**src/rtl/hdmi_pkg.sv**
```systemverilog
// hdmi_pkg: TMDS control tokens, default 640x480@60 raster timing and the
// running-disparity width shared by the HDMI transmitter files.
package hdmi_pkg;

  // Control-period symbols indexed by C = {C1, C0}
  localparam logic [9:0] CTRL_00 = 10'b1101010100;
  localparam logic [9:0] CTRL_01 = 10'b0010101011;
  localparam logic [9:0] CTRL_10 = 10'b0101010100;
  localparam logic [9:0] CTRL_11 = 10'b1010101011;

  // Default 640x480@60 timing (800 x 525 total)
  localparam int DEF_H_MAX       = 800;
  localparam int DEF_H_SYNC_MIN  = 16;
  localparam int DEF_H_SYNC_MAX  = 112;
  localparam int DEF_H_VALID_MIN = 160;
  localparam int DEF_V_MAX       = 525;
  localparam int DEF_V_SYNC_MIN  = 10;
  localparam int DEF_V_SYNC_MAX  = 12;
  localparam int DEF_V_VALID_MIN = 45;

  // Signed running disparity width per channel
  localparam int DISP_W = 5;

  function automatic logic [9:0] ctrl_token(input logic [1:0] c);
    case (c)
      2'b00:   return CTRL_00;
      2'b01:   return CTRL_01;
      2'b10:   return CTRL_10;
      default: return CTRL_11;
    endcase
  endfunction

  function automatic logic [3:0] ones8(input logic [7:0] v);
    logic [3:0] n;
    n = '0;
    for (int i = 0; i < 8; i++) n = n + {3'b000, v[i]};
    return n;
  endfunction

endpackage

```
**src/rtl/tmds_encoder.sv**
```systemverilog
// tmds_encoder: one DVI 1.0 TMDS channel. Transition-minimising stage picks
// XOR/XNOR chaining, DC-balance stage tracks a signed running disparity.
// Control tokens are sent (and disparity cleared) while de is low.
// Output symbol is registered: one clock of latency.
module tmds_encoder
  import hdmi_pkg::*;
(
  input  logic       clk_pix,
  input  logic       rst_n,
  input  logic [7:0] d,
  input  logic [1:0] c,
  input  logic       de,
  output logic [9:0] q
);

  localparam logic signed [DISP_W-1:0] TWO = DISP_W'(2);

  logic [8:0]              q_m;
  logic [3:0]              n1_d;
  logic [3:0]              n1_q;
  logic                    use_xnor;
  logic signed [DISP_W-1:0] bal;       // ones minus zeros of q_m[7:0]
  logic signed [DISP_W-1:0] cnt_reg;
  logic signed [DISP_W-1:0] cnt_next;
  logic [9:0]              q_next;

  // Stage 1: chain the data bits with XOR or XNOR, whichever gives fewer transitions
  always_comb begin
    logic [8:0] t;
    n1_d     = ones8(d);
    use_xnor = (n1_d > 4'd4) || ((n1_d == 4'd4) && !d[0]);
    t        = '0;
    t[0]     = d[0];
    for (int i = 1; i < 8; i++) begin
      t[i] = use_xnor ? ~(t[i-1] ^ d[i]) : (t[i-1] ^ d[i]);
    end
    t[8] = ~use_xnor;
    q_m  = t;
  end

  // Stage 2: DC balance against the running disparity, or control token in blanking
  always_comb begin
    n1_q     = ones8(q_m[7:0]);
    // 2*n1 - 8, modular in DISP_W bits (the true range -8..8 always fits)
    bal      = $signed({n1_q, 1'b0}) - DISP_W'(8);
    q_next   = CTRL_00;
    cnt_next = cnt_reg;
    if (!de) begin
      q_next   = ctrl_token(c);
      cnt_next = '0;
    end else if ((cnt_reg == '0) || (bal == '0)) begin
      q_next   = {~q_m[8], q_m[8], (q_m[8] ? q_m[7:0] : ~q_m[7:0])};
      cnt_next = q_m[8] ? (cnt_reg + bal) : (cnt_reg - bal);
    end else if (cnt_reg[DISP_W-1] == bal[DISP_W-1]) begin
      // Disparity and this word lean the same way: send the word inverted
      q_next   = {1'b1, q_m[8], ~q_m[7:0]};
      cnt_next = cnt_reg + (q_m[8] ? TWO : '0) - bal;
    end else begin
      q_next   = {1'b0, q_m[8], q_m[7:0]};
      cnt_next = cnt_reg - (q_m[8] ? '0 : TWO) + bal;
    end
  end

  // Register the symbol and the running disparity
  always_ff @(posedge clk_pix or negedge rst_n) begin
    if (!rst_n) begin
      q       <= CTRL_00;
      cnt_reg <= '0;
    end else begin
      q       <= q_next;
      cnt_reg <= cnt_next;
    end
  end

endmodule

```
**src/rtl/hdmi_tx.sv**
```systemverilog
// hdmi_tx: raster timing generator plus three TMDS encoders for a DVI/HDMI
// output. h_pos/v_pos are combinational from the counters; hsync/vsync/de and
// tmds_* are registered one clock later.
// Build option HDMI_TEST_PATTERN_EN: ignore data and feed an internal pattern
// R=h_pos, G=v_pos, B=h_pos^v_pos (low 8 bits).
module hdmi_tx
  import hdmi_pkg::*;
#(
  parameter int H_MAX       = DEF_H_MAX,
  parameter int H_SYNC_MIN  = DEF_H_SYNC_MIN,
  parameter int H_SYNC_MAX  = DEF_H_SYNC_MAX,
  parameter int H_VALID_MIN = DEF_H_VALID_MIN,
  parameter int V_MAX       = DEF_V_MAX,
  parameter int V_SYNC_MIN  = DEF_V_SYNC_MIN,
  parameter int V_SYNC_MAX  = DEF_V_SYNC_MAX,
  parameter int V_VALID_MIN = DEF_V_VALID_MIN
) (
  input  logic        clk_pix,
  input  logic        rst_n,
  input  logic [23:0] data,
  output logic [11:0] h_pos,
  output logic [11:0] v_pos,
  output logic        hsync,
  output logic        vsync,
  output logic        de,
  output logic [9:0]  tmds_b,
  output logic [9:0]  tmds_g,
  output logic [9:0]  tmds_r
);

  if (!(0 <= H_SYNC_MIN && H_SYNC_MIN < H_SYNC_MAX && H_SYNC_MAX <= H_VALID_MIN &&
        H_VALID_MIN < H_MAX && H_MAX <= 4095)) begin : g_bad_h_timing
    $fatal(1, "hdmi_tx: illegal horizontal timing parameters");
  end
  if (!(0 <= V_SYNC_MIN && V_SYNC_MIN < V_SYNC_MAX && V_SYNC_MAX <= V_VALID_MIN &&
        V_VALID_MIN < V_MAX && V_MAX <= 4095)) begin : g_bad_v_timing
    $fatal(1, "hdmi_tx: illegal vertical timing parameters");
  end

  localparam logic [11:0] H_MAX_C    = 12'(H_MAX);
  localparam logic [11:0] H_SMIN_C   = 12'(H_SYNC_MIN);
  localparam logic [11:0] H_SMAX_C   = 12'(H_SYNC_MAX);
  localparam logic [11:0] H_VALID_C  = 12'(H_VALID_MIN);
  localparam logic [11:0] V_MAX_C    = 12'(V_MAX);
  localparam logic [11:0] V_SMIN_C   = 12'(V_SYNC_MIN);
  localparam logic [11:0] V_SMAX_C   = 12'(V_SYNC_MAX);
  localparam logic [11:0] V_VALID_C  = 12'(V_VALID_MIN);

  logic [11:0] h_cnt;
  logic [11:0] v_cnt;
  logic        h_valid, v_valid, h_sync, v_sync, de_c;
  logic [23:0] pix;

  // Raster counters: h wraps every line, v advances on each h wrap
  always_ff @(posedge clk_pix or negedge rst_n) begin
    if (!rst_n) begin
      h_cnt <= '0;
      v_cnt <= '0;
    end else if (h_cnt == H_MAX_C - 12'd1) begin
      h_cnt <= '0;
      v_cnt <= (v_cnt == V_MAX_C - 12'd1) ? 12'd0 : v_cnt + 12'd1;
    end else begin
      h_cnt <= h_cnt + 12'd1;
    end
  end

  assign h_valid = (h_cnt >= H_VALID_C) && (h_cnt < H_MAX_C);
  assign v_valid = (v_cnt >= V_VALID_C) && (v_cnt < V_MAX_C);
  assign h_sync  = (h_cnt >= H_SMIN_C) && (h_cnt < H_SMAX_C);
  assign v_sync  = (v_cnt >= V_SMIN_C) && (v_cnt < V_SMAX_C);
  assign de_c    = h_valid && v_valid;
  assign h_pos   = h_valid ? (h_cnt - H_VALID_C) : 12'd0;
  assign v_pos   = v_valid ? (v_cnt - V_VALID_C) : 12'd0;

`ifdef HDMI_TEST_PATTERN_EN
  logic unused_data;
  assign unused_data = ^data;
  assign pix = {h_pos[7:0], v_pos[7:0], h_pos[7:0] ^ v_pos[7:0]};
`else
  assign pix = data;
`endif

  // Sync/enable delayed one clock to line up with the encoder output
  always_ff @(posedge clk_pix or negedge rst_n) begin
    if (!rst_n) begin
      hsync <= 1'b0;
      vsync <= 1'b0;
      de    <= 1'b0;
    end else begin
      hsync <= h_sync;
      vsync <= v_sync;
      de    <= de_c;
    end
  end

  // Channel 0 = blue (carries syncs), 1 = green, 2 = red
  logic [7:0] chan_d [3];
  logic [1:0] chan_c [3];
  logic [9:0] chan_q [3];

  assign chan_d[0] = pix[7:0];
  assign chan_d[1] = pix[15:8];
  assign chan_d[2] = pix[23:16];
  assign chan_c[0] = {v_sync, h_sync};
  assign chan_c[1] = 2'b00;
  assign chan_c[2] = 2'b00;

  genvar gi;
  generate
    for (gi = 0; gi < 3; gi++) begin : g_chan
      tmds_encoder u_enc (
        .clk_pix (clk_pix),
        .rst_n   (rst_n),
        .d       (chan_d[gi]),
        .c       (chan_c[gi]),
        .de      (de_c),
        .q       (chan_q[gi])
      );
    end
  endgenerate

  assign tmds_b = chan_q[0];
  assign tmds_g = chan_q[1];
  assign tmds_r = chan_q[2];

endmodule

```
**config.mk**
```make
export PLATFORM = sky130hd
export DESIGN_NAME = hdmi_tx
export DESIGN_NICKNAME = d
export VERILOG_FILES = /design/src/rtl/hdmi_pkg.sv /design/src/rtl/tmds_encoder.sv /design/src/rtl/hdmi_tx.sv
export SDC_FILE = /design/constraint.sdc
export NUM_CORES = 1
export LEC_CHECK = 0
export ABC_AREA = 1
export CORE_ASPECT_RATIO = 1.2
export CORE_MARGIN = 2
export CORE_UTILIZATION = 37
export CTS_BUF_LIST = sky130_fd_sc_hd__clkbuf_8 sky130_fd_sc_hd__clkbuf_16
export DETAILED_ROUTE_END_ITERATION = 6
export GPL_ROUTABILITY_DRIVEN = 0
export GPL_TIMING_DRIVEN = 0
export MAX_ROUTING_LAYER = met4
export PLACE_DENSITY = 0.64
export SLEW_MARGIN = 20
export SYNTH_ARGS = -nofsm -noshare
export SYNTH_HDL_FRONTEND = slang
export SYNTH_HIERARCHICAL = 1
export SYNTH_SLANG_ARGS = --single-unit
```
**constraint.sdc**
```tcl
create_clock -name clk_pix -period 3 [get_ports clk_pix]
set_input_delay 0.3 -clock clk_pix [delete_from_list [all_inputs] [get_ports clk_pix]]
set_output_delay 0.3 -clock clk_pix [all_outputs]
set_load 0.01 [all_outputs]
```
After elaboration in Yosys (flattened, before gate mapping)
Index checks and enable logic that the tools add are counted.

operators by class
  reduce and logical (&&, ||, !) cells = 24
  equal/unequal tests = 10
  bitwise operators = 48
  $lt $le $gt $ge = 11
  add/subtract/negate cells = 67
  multiplexer cells = 56

operator list
  operator               count
  $add 4x1->4            36
  $mux 10                9
  $mux 5                 12
  $mux 12                4
  $add 5x5->5            9
  $sub 5x5->5            9
  $logic_not 5->1        6
  $pmux 10 s3            1
  $add 12x1->12 const B  2
  $eq 12x10->1 const B   2
  $lt 12x10->1 const B   2
  $mux 8                 3
  $not 1->1              24
  $not 8->8              3
  $mux 1                 21
  $xor 1x1->1            21
  $sub 5x5->5 const B    3
  $add 1x1->2            6
  $eq 4x3->1 const B     3
  $ge 12x4->1 const B    1
  $ge 12x5->1 const B    1
  $ge 12x6->1 const B    1
  $ge 12x8->1 const B    1
  $gt 4x3->1 const B     3
  other kinds (12)       33

storage, ports and cells
  flip-flop bits (word level) = 72
  output and inout bits = 57
  input port bits = 26
  word-level logic and storage cells = 227

Depth between registers and ports, before layout
  word-level depth = 35
  depth in mapped cells = 42
  mapped depth without buffers = 42

Modules after synthesis
Netlist, hierarchy kept.

by module, submodules not included
  module                          sequential area each (µm²)  cells each  instances  area an instance (µm²)
  hdmi_tx                         675.6                       291         1          2,055.7
  tmds_encoder (g_chan[2].u_enc)  356.6                       243         1          2,013.2
  tmds_encoder (g_chan[0].u_enc)  356.6                       246         1          1,994.4
  tmds_encoder (g_chan[1].u_enc)  356.6                       244         1          1,866.8

Worst setup path before layout
Ideal clock, no wire load.

  path kind = input to register
  start = in data[2]
  end = reg g_chan[0].u_enc.cnt_reg[4]
  data required time = 2.875 ns
  cell stages on the path = 37
  buffers on the path = 0
  slack = -3.993 ns
  data arrival time = 6.868 ns
  library setup time = 0.125 ns
  cells stage by stage = fa_1 -> inv_1 -> fa_1 -> inv_1 -> fa_1 -> fa_1 -> nor2_1 -> nand2_1 -> a21oi_4 -> nand2_1 -> nand3_4 -> nand3_2 -> nand2_4 -> nand2_4 -> nand2_1 -> nand2_2 -> nand3_2 -> nand2_1 -> nand2_2 -> nand2_2 -> fa_1 -> fa_1 -> inv_1 -> ha_1 -> inv_1 -> fa_1 -> ha_1 -> inv_1 -> o21ai_0 -> inv_1 -> ha_1 -> nand2_1 -> o21ai_0 -> xnor2_1 -> o21ai_0 -> a21oi_1 -> a2111oi_0

between the ends
  cells in the longest elaborated chain, start to end = 34
  elaborated cells between the ends (all ways) = 52
  those cells by class = add/sub: 20; order compare: 1; eq/ne: 2; mux: 13; bitwise: 12; reduce/logical: 4

ends and longest elaborated chain
  what                                                                  line                RTL
  start: declaration                                                    hdmi_tx.sv:20       input logic [23:0] data,
  parallel branches: the longest is 32 deep, another holds $add 4x1->4  -
  $mux 5 (*)                                                            tmds_encoder.sv:51  end else if ((cnt_reg == '0) || (bal == '0)) begin
  $mux 5 (*)                                                            tmds_encoder.sv:48  if (!de) begin
  net g_chan[0].u_enc.cnt_next[4]                                       tmds_encoder.sv:24  logic signed [DISP_W-1:0] cnt_next;
  end signal: assignment                                                tmds_encoder.sv:71  cnt_reg <= cnt_next;
  end: declaration                                                      tmds_encoder.sv:23  logic signed [DISP_W-1:0] cnt_reg;

Mark *: on every way through the listed nets, which the timed path passes.
A chain may end at the register's enable or synchronous reset.

Final worst setup path
  start = in data[3]
  end = reg g_chan[0].u_enc.cnt_reg[4]

between the ends
  cells in the longest elaborated chain, start to end = 33
  elaborated cells between the ends (all ways) = 51
  those cells by class = add/sub: 19; order compare: 1; eq/ne: 2; mux: 13; bitwise: 12; reduce/logical: 4

ends and longest elaborated chain
  what                                                                  line
  parallel branches: the longest is 31 deep, another holds $add 4x1->4  -
  $mux 5 (*)                                                            tmds_encoder.sv:51
  $mux 5 (*)                                                            tmds_encoder.sv:48
  net g_chan[0].u_enc.cnt_next[4]                                       tmds_encoder.sv:24

Marked as above.

==> impl_metrics.csv <==
group,metric,value,unit
run_status,violations,"setup timing",
drt,routedWlPerCell,14.01,um
sta,max_freq,0.1498,GHz
layout,area_delta_synth_final,44.38,%
critical_path,crit_family,"adder cells",
global_routing,grt_use_met1,22.64,%
drt,wl,20.97,mm
placed_design,io_buffers,82,
logic_synthesis,post_synth_inst_count,1024,
die,die_h,164.4,um
global_routing,grt_use_met3,2.486,%
logic_synthesis,synth_mux_area_share,0,%
sta,fin_ws,-3.676,ns
global_routing,gr-max-usage-layer,"met2",
logic_synthesis,syn_area,7930,um2
logic_synthesis,synth-xor-area-share,5.838,%
drt,antenna_left,0,
sta,slew_headroom,56.44,%
clock_network,htreeDepth,3,
worst_hold_path,hp-class,"primary input to register",
logic_synthesis,synth_top_family_by_area,"simple AND/OR/NAND/NOR gates",
clock_network,tritoncts,"done",
run_status,status,"finished with violations",
sta,setup_viol,39,
logic_synthesis,synth-simple-area-share,29.79,%
critical_path,cp_data_arrival_time,6.90,ns
sta,fin_tns_setup,-133.08,ns
placed_design,place_ws,-4.946,ns
sta,finalCritPeriodShare,222.5,%
layout,multi_input_area,6536,um2
clock_network,clkSinkCount,69,
drt,via_per_inst,4.919,
global_routing,grt_first_pass_wirelength,34.53,mm
layout,top_register,"g_chan.u_enc/q",
sta,maxSlewViolCount,0,
global_routing,grt_max_degree,46,
clock_network,cts-root-buf,"clkbuf_16",
critical_path,slowest_delay,0.58,ns
die,die_x,137.6,um
clock_network,max-clock-path-buffers,2,
sta,rsz0062_at_grt,"yes",
critical_path,critPathKind,"primary input to register",
layout,num_antenna_cells,0,
layout,drive_gt1_share,36.27,%
layout,layout.nets,1366,
clock_network,cts.clk_slew.worst_paths,0.05,ns
drt,first_pass_iters,5,
die,ioPinCount,83,
sta,period_minus_slack,6.676,ns
drt,drc,0,
die,start_util,37.81,%
global_routing,grtUsageMet2,35.23,%
global_routing,gr-total-overflow,0,
critical_path,cp_data_required_time,3.22,ns
die,rows,58,
logic_synthesis,synth-compound-area-share,9.719,%
die,core_area,20970,um2
job,cap_violations,0,
logic_synthesis,syn_avg_cell_area,7.744,um2
logic_synthesis,synth_cell_types,47,
global_routing,grt.total_usage,19.73,%
global_routing,antenna_found_initial,0,
global_routing,grt_pass1_vias,7295,
layout,largest_reg_flops,30,
logic_synthesis,ys.warnings.count,6,
sta,finClkSkew,0.01186,ns
clock_network,numCtsBuffers,9,
logic_synthesis,synthAdderAreaFrac,22.31,%
logic_synthesis,ys_ff_latch,69,
logic_synthesis,yosysSeqAreaShare,22.01,%
layout,fin_area,11450,um2
clock_network,clkLatencyLatePin,0.35,ns
placed_design,place_hpwl,15.63,mm
critical_path,crit_path_start_kind,"primary input",
critical_path,crit_fanout,4,
layout,seq_area,1747,um2
sta,finalHoldViolations,0,
critical_path,critPathBufInv,5,
critical_path,path_common_cell,"nand2_4",
critical_path,endpoint_kind,"register",
drt,vias,7364,
die,die_area,22620,um2
drt,drt_iter0_markers,319,
sta,tightest_slew,0.6534,ns
critical_path,cp_slowest_cell,"fa_2",
placed_design,dpl_cell_area,9570,um2
layout,nFillCells,1892,
==> repair_timing <==
| action | in CTS | in global routing |
|---|---|---|
| pin swaps | 95 | 46 |
| buffers inserted | 61 | 33 |
| gates cloned | 0 | 1 |
| gates resized for setup | 162 | 92 |
| endpoints found under the setup margin | 42 | 52 |
| hold buffers | 1 | 0 |
| hold endpoints to repair | 19 | 0 |
==> Yosys cell counts, drive strengths merged <==
master / instances / area, um2
o2111ai: 5 / 43.79
o21a: 1 / 7.510
nand3: 123 / 808.3
a211oi: 2 / 15.01
a31oi: 3 / 18.77
ha: 79 / 988.5
o21ai: 65 / 336.6
bufinv: 1 / 17.52
dfstp: 15 / 394.1
nand4: 13 / 81.33
xor2: 30 / 262.8
or2: 7 / 43.80
nand2: 223 / 1022
clkinv: 2 / 7.510
xnor2: 22 / 200.2
clkbuf: 6 / 43.79
fa: 39 / 780.8
nand3b: 1 / 7.510
o211ai: 8 / 60.06
conb: 1 / 3.750
o22ai: 6 / 37.54
nor2: 82 / 352.8
buf: 10 / 71.32
a21oi: 32 / 190.2
o221ai: 6 / 52.55
dfrtp: 54 / 1351
nor3: 7 / 46.30
inv: 180 / 675.7
a2111oi: 1 / 8.760
==> layer usage <==
| metal | up-vias | wire length [um] |
|---|---|---|
| li1 | 3669 | - |
| met1 | 3528 | 8637 |
| met2 | 135 | 11270 |
| met3 | 32 | 594 |
| met4 | 0 | 474 |
| met5 | - | 0 |
==> tightest hold or removal path, delay by kind of cell <==
kind | cells | cell delay, ns
AOI/OAI and AO/OA | 1 | 0.07
buffers and inverters | 1 | 0.10
and+or+nand+nor | 3 | 0.27
==> path summary, 6_finish.rpt <==
| kind | slack [ns] | cells after the start | from | to |
|---|---|---|---|---|
| hold / removal | 0.42 | 5 | data[10] | g_chan[1].u_enc/q[2]$_DFF_PN1_ |
| setup reg to reg | 0.27 | 13 | v_cnt[0]$_DFFE_PN0N_ | g_chan[0].u_enc/q[0]$_DFF_PN0_ |
| setup / recovery | -3.68 | 39 | data[3] | g_chan[0].u_enc/cnt_reg[4]$_DFF_PN0_ |
| min in group asynchronous | 0.43 | 2 | rst_n | v_cnt[9]$_DFFE_PN0N_ |
| max in group asynchronous | 1.93 | 3 | rst_n | g_chan[0].u_enc/q[4]$_DFF_PN1_ |
| hold reg to reg | 0.52 | 1 | h_cnt[0]$_DFF_PN0_ | h_cnt[0]$_DFF_PN0_ |
==> through the flow <==
step	instances	util (%)	hold slack [ns]
global route	1497	54.59	0.4541
finish	1497	54.59	0.4152
CTS	1466	51.53	0.3891
detailed placement	1388	45.63	0.2505
floorplan	1035	-	0.004409
global placement	1387	45.51	0.5044
==> kinds of logic (layout without fill, tap and decap cells) <==
family | after synthesis | in the layout
other cells | 1 | 12
buf+inv | 199 | 391
simple gates | 456 | 456
compound gates | 129 | 129
xor+xnor | 52 | 52
flops | 69 | 69
fa+ha+maj | 118 | 118
==> cells in the final DEF, fill, tap and decap left out, types with 7 or more instances in the layout <==
master / netlist / routed
a21oi_1: 28 / 19
a21oi_2: 2 / 10
buf_4: 1 / 72
buf_6: 3 / 26
clkbuf_16: 0 / 10
clkdlybuf4s50_1: 0 / 63
conb_1: 1 / 12
dfrtp_1: 54 / 53
dfstp_2: 15 / 15
dlygate4sd2_1: 0 / 7
fa_1: 39 / 23
fa_2: 0 / 16
ha_1: 79 / 65
ha_4: 0 / 12
inv_1: 163 / 142
inv_2: 17 / 31
inv_4: 0 / 8
nand2_1: 173 / 147
nand2_2: 38 / 40
nand2_4: 12 / 30
nand3_1: 92 / 72
nand3_2: 26 / 30
nand3_4: 5 / 21
nand4_1: 13 / 13
nor2_1: 70 / 55
nor2_2: 9 / 16
nor2_4: 3 / 11
o211ai_1: 8 / 8
o21ai_0: 50 / 21
o21ai_1: 12 / 25
o21ai_2: 3 / 12
o21ai_4: 0 / 7
xnor2_1: 21 / 13
xor2_1: 30 / 26
==> cell type report <==
| class | count | share of cell area [%] |
|---|---|---|
| Multi-Input combinational cell | 767 | 57.09 |
| Sequential cell | 69 | 15.26 |
| Clock inverter | 5 | 0.2295 |
| Timing Repair Buffer | 176 | 14.42 |
| Inverter | 183 | 6.316 |
| Buffer | 16 | 1.530 |
| Tap cell | 270 | 2.951 |
| Clock buffer | 11 | 2.207 |
Power is not shown: default switching activity piles up to over one toggle a cycle in this logic, so the estimate is an artifact.
